`config.mk`:
```
export PLATFORM = sky130hd
export DESIGN_NAME = bus_master_ctrl
export DESIGN_NICKNAME = d
export VERILOG_FILES = /design/src/rtl/bus_ctrl_pkg.sv /design/src/rtl/bus_src_mux.sv /design/src/rtl/bus_master_ctrl.sv
export SDC_FILE = /design/constraint.sdc
export NUM_CORES = 1
export LEC_CHECK = 0
export BUFFER_PORTS_ARGS = -buffer_cell sky130_fd_sc_hd__buf_2
export CELL_PAD_IN_SITES_DETAIL_PLACEMENT = 0
export CELL_PAD_IN_SITES_GLOBAL_PLACEMENT = 1
export CORE_AREA = 2 2 210 212
export DETAILED_ROUTE_END_ITERATION = 12
export DIE_AREA = 0 0 212 214
export GPL_ROUTABILITY_DRIVEN = 1
export PLACE_DENSITY = 0.53
export SKIP_LAST_GASP = 1
export SYNTH_ARGS = -nofsm -noshare
export SYNTH_HDL_FRONTEND = slang
export SYNTH_SLANG_ARGS = --single-unit
```
`constraint.sdc`:
```
create_clock -name clk -period 2.5 [get_ports clk]
set_input_delay 0.75 -clock clk [delete_from_list [all_inputs] [get_ports clk]]
set_output_delay 0.75 -clock clk [all_outputs]
set_load 0.05 [all_outputs]
```
`src/rtl/bus_ctrl_pkg.sv`:
```
// Shared types and helpers for the CPU bus master: FSM states, mode encoding
// and the per-beat address increment.
package bus_ctrl_pkg;

    typedef enum logic [1:0] {
        IDLE = 2'd0,
        WR   = 2'd1,
        RD   = 2'd2
    } state_t;

    localparam logic MODE_READ  = 1'b0;
    localparam logic MODE_WRITE = 1'b1;

    // Bytes per bus beat; the address advances by this amount on every accept.
    function automatic int unsigned byte_incr(input int unsigned data_width);
        return data_width / 8;
    endfunction

endpackage

```
`src/rtl/bus_src_mux.sv`:
```
// N-to-1 selector over a flattened source vector; unmatched select values
// (possible when N is not a power of two) yield all zeros.
module bus_src_mux #(
    parameter int N     = 4,
    parameter int W     = 32,
    parameter int SEL_W = (N > 1) ? $clog2(N) : 1
) (
    input  logic [SEL_W-1:0] sel,
    input  logic [N*W-1:0]   src,
    output logic [W-1:0]     dout
);

    always_comb begin
        dout = '0;
        for (int i = 0; i < N; i++) begin
            if (sel == SEL_W'(i)) begin
                dout = src[i*W +: W];
            end
        end
    end

endmodule

```
`src/rtl/bus_master_ctrl.sv`:
```
// CPU bus master: picks address/write-data sources, then runs single or
// incrementing-burst read/write transactions with a per-beat timeout.
module bus_master_ctrl
    import bus_ctrl_pkg::*;
#(
    parameter int DATA_WIDTH     = 32,
    parameter int ADDR_WIDTH     = 32,
    parameter int N_ADDR_SRC     = 8,
    parameter int N_DATA_SRC     = 4,
    parameter int BURST_W        = 4,
    parameter int TIMEOUT_CYCLES = 256
) (
    input  logic                             clk,
    input  logic                             rst_n,
    input  logic                             start_transaction,
    input  logic                             mode,
    input  logic [$clog2(N_ADDR_SRC)-1:0]    addr_cs,
    input  logic [$clog2(N_DATA_SRC)-1:0]    data_cs,
    input  logic [N_ADDR_SRC*ADDR_WIDTH-1:0] addr_src,
    input  logic [N_DATA_SRC*DATA_WIDTH-1:0] data_src,
    input  logic [BURST_W-1:0]               burst_len,
    output logic                             busy,
    output logic [DATA_WIDTH-1:0]            rdata,
    output logic                             rdata_valid,
    output logic                             write_done,
    output logic                             timeout_err,
    output logic [ADDR_WIDTH-1:0]            BUS_addr,
    output logic [DATA_WIDTH-1:0]            BUS_wdata,
    input  logic [DATA_WIDTH-1:0]            BUS_rdata,
    output logic                             BUS_valid,
    input  logic                             BUS_wready,
    output logic                             BUS_rready,
    input  logic                             BUS_rvalid,
    output logic                             BUS_mode
);

    localparam int AS_W   = $clog2(N_ADDR_SRC);
    localparam int DS_W   = $clog2(N_DATA_SRC);
    localparam int WCNT_W = (TIMEOUT_CYCLES > 1) ? $clog2(TIMEOUT_CYCLES) : 1;
    localparam logic [WCNT_W-1:0] WCNT_MAX =
        WCNT_W'((TIMEOUT_CYCLES > 0) ? TIMEOUT_CYCLES - 1 : 0);
    localparam bit TO_EN = (TIMEOUT_CYCLES != 0);
    localparam logic [ADDR_WIDTH-1:0] ADDR_INC = ADDR_WIDTH'(byte_incr(DATA_WIDTH));

    state_t                  state;
    logic [BURST_W-1:0]      bcnt;
    logic [WCNT_W-1:0]       wcnt;
    logic [ADDR_WIDTH-1:0]   sel_addr;
    logic [DATA_WIDTH-1:0]   sel_data;
    logic                    wr_acc;
    logic                    rd_acc;
    logic                    beat_acc;
    logic                    last_beat;
    logic                    timeout_hit;

    bus_src_mux #(.N(N_ADDR_SRC), .W(ADDR_WIDTH), .SEL_W(AS_W)) u_addr_mux (
        .sel  (addr_cs),
        .src  (addr_src),
        .dout (sel_addr)
    );

    bus_src_mux #(.N(N_DATA_SRC), .W(DATA_WIDTH), .SEL_W(DS_W)) u_data_mux (
        .sel  (data_cs),
        .src  (data_src),
        .dout (sel_data)
    );

    assign wr_acc      = (state == WR) && BUS_valid && BUS_wready;
    assign rd_acc      = (state == RD) && BUS_rvalid && BUS_rready;
    assign beat_acc    = wr_acc || rd_acc;
    assign last_beat   = (bcnt == '0);
    // An accept on the limit cycle takes priority over the timeout.
    assign timeout_hit = TO_EN && (wcnt == WCNT_MAX);

    always_ff @(posedge clk or negedge rst_n) begin
        if (!rst_n) begin
            state       <= IDLE;
            bcnt        <= '0;
            wcnt        <= '0;
            busy        <= 1'b0;
            rdata       <= '0;
            rdata_valid <= 1'b0;
            write_done  <= 1'b0;
            timeout_err <= 1'b0;
            BUS_addr    <= '0;
            BUS_wdata   <= '0;
            BUS_valid   <= 1'b0;
            BUS_rready  <= 1'b0;
            BUS_mode    <= 1'b0;
        end else begin
            rdata_valid <= 1'b0;
            write_done  <= 1'b0;
            timeout_err <= 1'b0;
            case (state)
                IDLE: begin
                    if (start_transaction) begin
                        BUS_addr   <= sel_addr;
                        BUS_wdata  <= sel_data;
                        BUS_mode   <= mode;
                        bcnt       <= burst_len;
                        wcnt       <= '0;
                        busy       <= 1'b1;
                        BUS_valid  <= 1'b1;
                        BUS_rready <= (mode == MODE_READ);
                        state      <= (mode == MODE_WRITE) ? WR : RD;
                    end
                end
                WR, RD: begin
                    if (beat_acc) begin
                        BUS_addr <= BUS_addr + ADDR_INC;
                        wcnt     <= '0;
                        if (state == WR) begin
                            // Write data is re-sampled live so upstream can stream.
                            BUS_wdata <= sel_data;
                        end else begin
                            rdata       <= BUS_rdata;
                            rdata_valid <= 1'b1;
                        end
                        if (last_beat) begin
                            write_done <= (state == WR);
                            state      <= IDLE;
                            busy       <= 1'b0;
                            BUS_valid  <= 1'b0;
                            BUS_rready <= 1'b0;
                        end else begin
                            bcnt <= bcnt - 1'b1;
                        end
                    end else if (timeout_hit) begin
                        timeout_err <= 1'b1;
                        state       <= IDLE;
                        busy        <= 1'b0;
                        BUS_valid   <= 1'b0;
                        BUS_rready  <= 1'b0;
                    end else begin
                        wcnt <= wcnt + 1'b1;
                    end
                end
                default: begin
                    state      <= IDLE;
                    busy       <= 1'b0;
                    BUS_valid  <= 1'b0;
                    BUS_rready <= 1'b0;
                end
            endcase
        end
    end

endmodule

```
# After elaboration in Yosys (flattened, before gate mapping)
# Cells that the tools add are included.
# totals
reg_bits	116
inputBits	431
out_inout_bits	103
wordCells	104
# classes
addsub	3
eq_ne	20
n_mux	49
bitwise	2
reduce_logical	18
# op_table
op	n
$mux W32	17
$pmux W32 S2	2
$add A32 B3 Y32 const B	1
$mux W8	3
$pmux W8 S2	1
$mux W1	14
$eq A3 B3 Y1 const B	4
$mux W4	3
$reduce_and A3 Y1	4
$mux W2	5
$ne A3 B3 Y1 const B	3
$add A8 B1 Y8 const B	1
$eq A8 B8 Y1 const B	1
$ne A2 B2 Y1 const B	4
$pmux W4 S2	1
$reduce_and A4 Y1	2
$eq A2 B2 Y1 const B	3
$eq A3 B2 Y1 const B	2
$eq A2 B1 Y1 const B	2
$logic_and A1 B1 Y1	4
$logic_not A2 Y1	2
$logic_not A4 Y1	1
$pmux W1 S2	2
$pmux W2 S2	1
other kinds (8)	9

# Logic depth before layout (Yosys ltp)
# depth
ltp_word	11
ltp_mapped	9
mapped_depth_nobuf	7

# Hierarchy
# Synthesis repeated with hierarchy kept, for this count alone.
# hier_totals
cells_unflattened	932
area_unflattened_um2	9018.6
# by_module_without_submodules
mod	instances	cells_per_inst	area_each_um2	seq_area_each_um2
bus_master_ctrl	1	515	5577.8	2877.8
bus_src_mux (u_addr_mux)	1	378	2626.3	0.0
bus_src_mux (u_data_mux)	1	39	814.5	0.0

# Least setup slack after synthesis
# No wires, ideal clock.
# synth_timing
path_type	reg-to-reg
startpoint	register BUS_rready
endpoint	register rdata[10]
setup_time_ns	0.125
arrival_ns	2.515
required_time_ns	2.375
path_slack_ns	-0.140
stages_incl_launch_ff	8
path_buffers	2
period_less_slack_ns	2.640
path_cell_list	dfrtp_1 -> inv_1 -> ha_1 -> buf_2 -> clkinv_1 -> nor3_1 -> buf_2 -> mux2_2
# synth_between
elab_chain_cells	3
# synth_rtl
element	line	source
from (decl)	bus_master_ctrl.sv:32	output logic BUS_rready,
from (signal assigned)	bus_master_ctrl.sv:104	BUS_rready <= (mode == MODE_READ);
$logic_and A1 B1 Y1	bus_master_ctrl.sv:69	assign rd_acc = (state == RD) && BUS_rvalid && BUS_rready;
$logic_or A1 B1 Y1	bus_master_ctrl.sv:70	assign beat_acc = wr_acc || rd_acc;
$reduce_and A3 Y1 (no source line)	--	
to (signal assigned)	bus_master_ctrl.sv:116	rdata <= BUS_rdata;
to (decl)	bus_master_ctrl.sv:23	output logic [DATA_WIDTH-1:0] rdata,
# Every way passes these cells.
# A chain may end at the register's enable or synchronous reset.

# Worst setup path in the final report
# layout_timing
startpoint	register BUS_rready
endpoint	register BUS_addr[26]
# layout_between
elab_chain_cells	4
# layout_rtl
element	line	source
$logic_and A1 B1 Y1	bus_master_ctrl.sv:69	
$logic_or A1 B1 Y1	bus_master_ctrl.sv:70	
$ne A2 B2 Y1 (no source line)	--	
$reduce_and A3 Y1 (no source line)	--	
to (signal assigned)	bus_master_ctrl.sv:97	BUS_addr <= sel_addr;
to (signal assigned)	bus_master_ctrl.sv:110	BUS_addr <= BUS_addr + ADDR_INC;
to (decl)	bus_master_ctrl.sv:27	output logic [ADDR_WIDTH-1:0] BUS_addr,
# Every way passes these cells.

==> flow_summary.toml <==
[cells_and_area]
drive_above_1_share_pct = 59.2
area_growth_pct = 55.1
instances_no_fill = 1962
fin_nets = 1790
fill_cells = 4643

[min_path]
hold_path_class = "in -> async"

[setup_path]
regToRegEndpoint = "BUS_addr[26]"
worstPathMaxFanout = 6
critical_path_class = "reg -> reg"
cp.required_ns = 2.88
reg2reg_slack_ns = 0.23
setup.worst_path.start_class = "flip-flop"
r2r_start = "BUS_rready"
crit_arrival_ns = 2.65
worstRegToRegCells = 7
critPathCaptureType = "flip-flop"

[sta]
hold_viol = 0
rsz0062_at_grt = "false"
tns_ns = 0
holdWs_ns = 0.285
tightest_slew_ns = 0.521
skew_ns = 0.0110
slew_viol_final = 0
setup_violations = 0
slew_headroom_pct = 64.9
fin_crit_sh_pct = 91.0
setup_slack_ns = 0.226
period_needed_ns = 2.27
clock.fmax_mhz = 440

[synthesis]
syn_area_per_cell_um2 = 10.7
yosysTopAreaCell = "dfrtp_1"
synth_async_sr_flop_share_pct = 100
synth_ff_type = "dfrtp_1"
synth_top_area_share_pct = 35.0
synth_warnings = 0
ys_ff_latch = 115
synth_area_leaders = "dfrtp_1, mux4_2, mux2_2"
synthesis.nets = 1210
syn_inst = 772
yosysUniqueCellTypes = 63
seq_area_frac_synth_pct = 35.0
synthTopCellsByCount = "dfrtp_1, mux2_2, o21ai_0"
yosysMostFrequentCell = "dfrtp_1"
synth_edf_count = 0
netlist_area_mm2 = 0.00823

[clock_network]
cts_sinks = 115
clock_path_buffers = 2
cts_root_buf = "clkbuf_16"
tritoncts = "done"
cts-hold-fix-buffers = 0
cts_buffers = 17
cts_htree_levels = 4
clock_latency_ns = 0.44
path_clk_slew_ns = 0.07

[global_route]
grt_start_max_net_pins = 43
gr-total-overflow = 0
grt_usage_pct = 20.3
grt_pass1_wl_um = 66700
grt_pass1_vias = 9651
antenna_found_initial = 21

[die]
core_area_mm2 = 0.0429
initial_core_util_pct = 19.2
num_rows = 76
die_area_mm2 = 0.0454
die_height_um = 214
die_x_um = 212
io_pins = 534

[placed_design]
pre_cts_ws_ns = -0.456
numPlacedInstances = 1918
place_hpwl_um = 39400
gp_congestion = 0.945
io_buffers = 533

[drt]
via_count = 9163
totalWireLength_um = 46400
via_per_inst = 4.67
ant_nets = 0
first_pass_iters = 5
drtIter0Drc = 482
drc_errors = 0
wire_per_inst_um = 23.7

[power]
p_per_area_mw_per_mm2 = 1180
ir_drop_uv = 565
p_leak_nw = 6.10
power_mw = 15.1

[job]
drv_cap = 0

[status]
outcome = "finished, final reports clean"
==> final cells by class <==
type	instances	area, um2	share of cell area (%)
multi-input combinational	579	5030	39.4
timing repair buffer	620	3490	27.3
sequential	115	2880	22.5
tap	585	732	5.73
clock buffer	17	425	3.33
clock inverter	14	109	0.853
inverter	19	71.3	0.559
antenna	13	32.5	0.255
==> flip-flops by register name (all words and copies together) (netlist names) <==
register / count
wcnt: 8
BUS_rready: 1
BUS_addr: 32
timeout_err: 1
state: 1
write_done: 1
BUS_valid: 1
BUS_mode: 1
bcnt: 4
rdata: 32
BUS_wdata: 32
rdata_valid: 1
==> cell families after synthesis <==
group | share of synthesized area (%)
AND/OR/NAND/NOR | 11.7
XOR/XNOR | 0.319
adder cells (fa/ha/maj) | 1.06
AO/OA/AOI/OAI | 16.7
flip-flops | 35.0
buffers and inverters | 4.09
multiplexers | 31.2
==> cells in the final DEF (no fill, tap or decap), types with 17 or more instances in the layout <==
cell type,instances
buf_2,531
dfrtp_1,114
mux2_2,87
buf_4,76
o21ai_0,57
mux4_2,54
nor2_1,44
nand2_1,42
a21oi_1,33
mux2i_1,31
o22ai_1,30
nand3_1,25
clkbuf_16,17
==> worst max-delay path by stage <==
stage / startpoint / endpoint / cells after the start
6_report: BUS_rready / BUS_addr[26] / 7
3_5_place_dp: addr_cs[0] / BUS_addr[0] / 5
4_1_cts: addr_cs[0] / BUS_addr[0] / 5
3_3_place_gp: addr_cs[0] / BUS_addr[0] / 5
2_1_floorplan: BUS_addr[2] / BUS_addr[30] / 6
5_1_grt: BUS_rready / BUS_addr[6] / 8
==> critical path, stage by stage (launching register included) <==
cell      delay (ns)
dfrtp_2         0.40
inv_1           0.08
ha_1            0.38
clkinv_1        0.16
nand3_1         0.34
buf_4           0.30
a311oi_1        0.39
a211o_1         0.16
==> power by group <==
| part | total (mW) | switching (mW) | internal [mW] |
|---|---|---|---|
| Clock | 2.28 | 1.01 | 1.27 |
| Sequential | 3.40 | 0.663 | 2.74 |
| Combinational | 9.44 | 6.19 | 3.25 |
| Total | 15.1 | 7.86 | 7.25 |
==> layer usage <==
metal  vias to the layer above  track usage (%)  routed length, um
met2                       415             34.1              22900
li1                       4230                -                  -
met4                         6             6.31                983
met5                         -                0                 40
met1                      4459             25.2              19300
met3                        53             5.51               3200
==> stage by stage <==
step / cell area (um2) / utilization [%]
2_1_floorplan: 8230 / -
4_1_cts: 12700 / 29.7
3_5_place_dp: 12200 / 28.5
3_3_place_gp: 12200 / 28.5
6_report: 12800 / 29.8
5_1_grt: 12800 / 29.8
==> repair_timing <==
item | 4_1_cts | 5_1_grt
buffers inserted | 0 | 0
gates resized for setup | 0 | 2
setup endpoints to repair | 0 | 4
(Power assumes the default switching activity.)
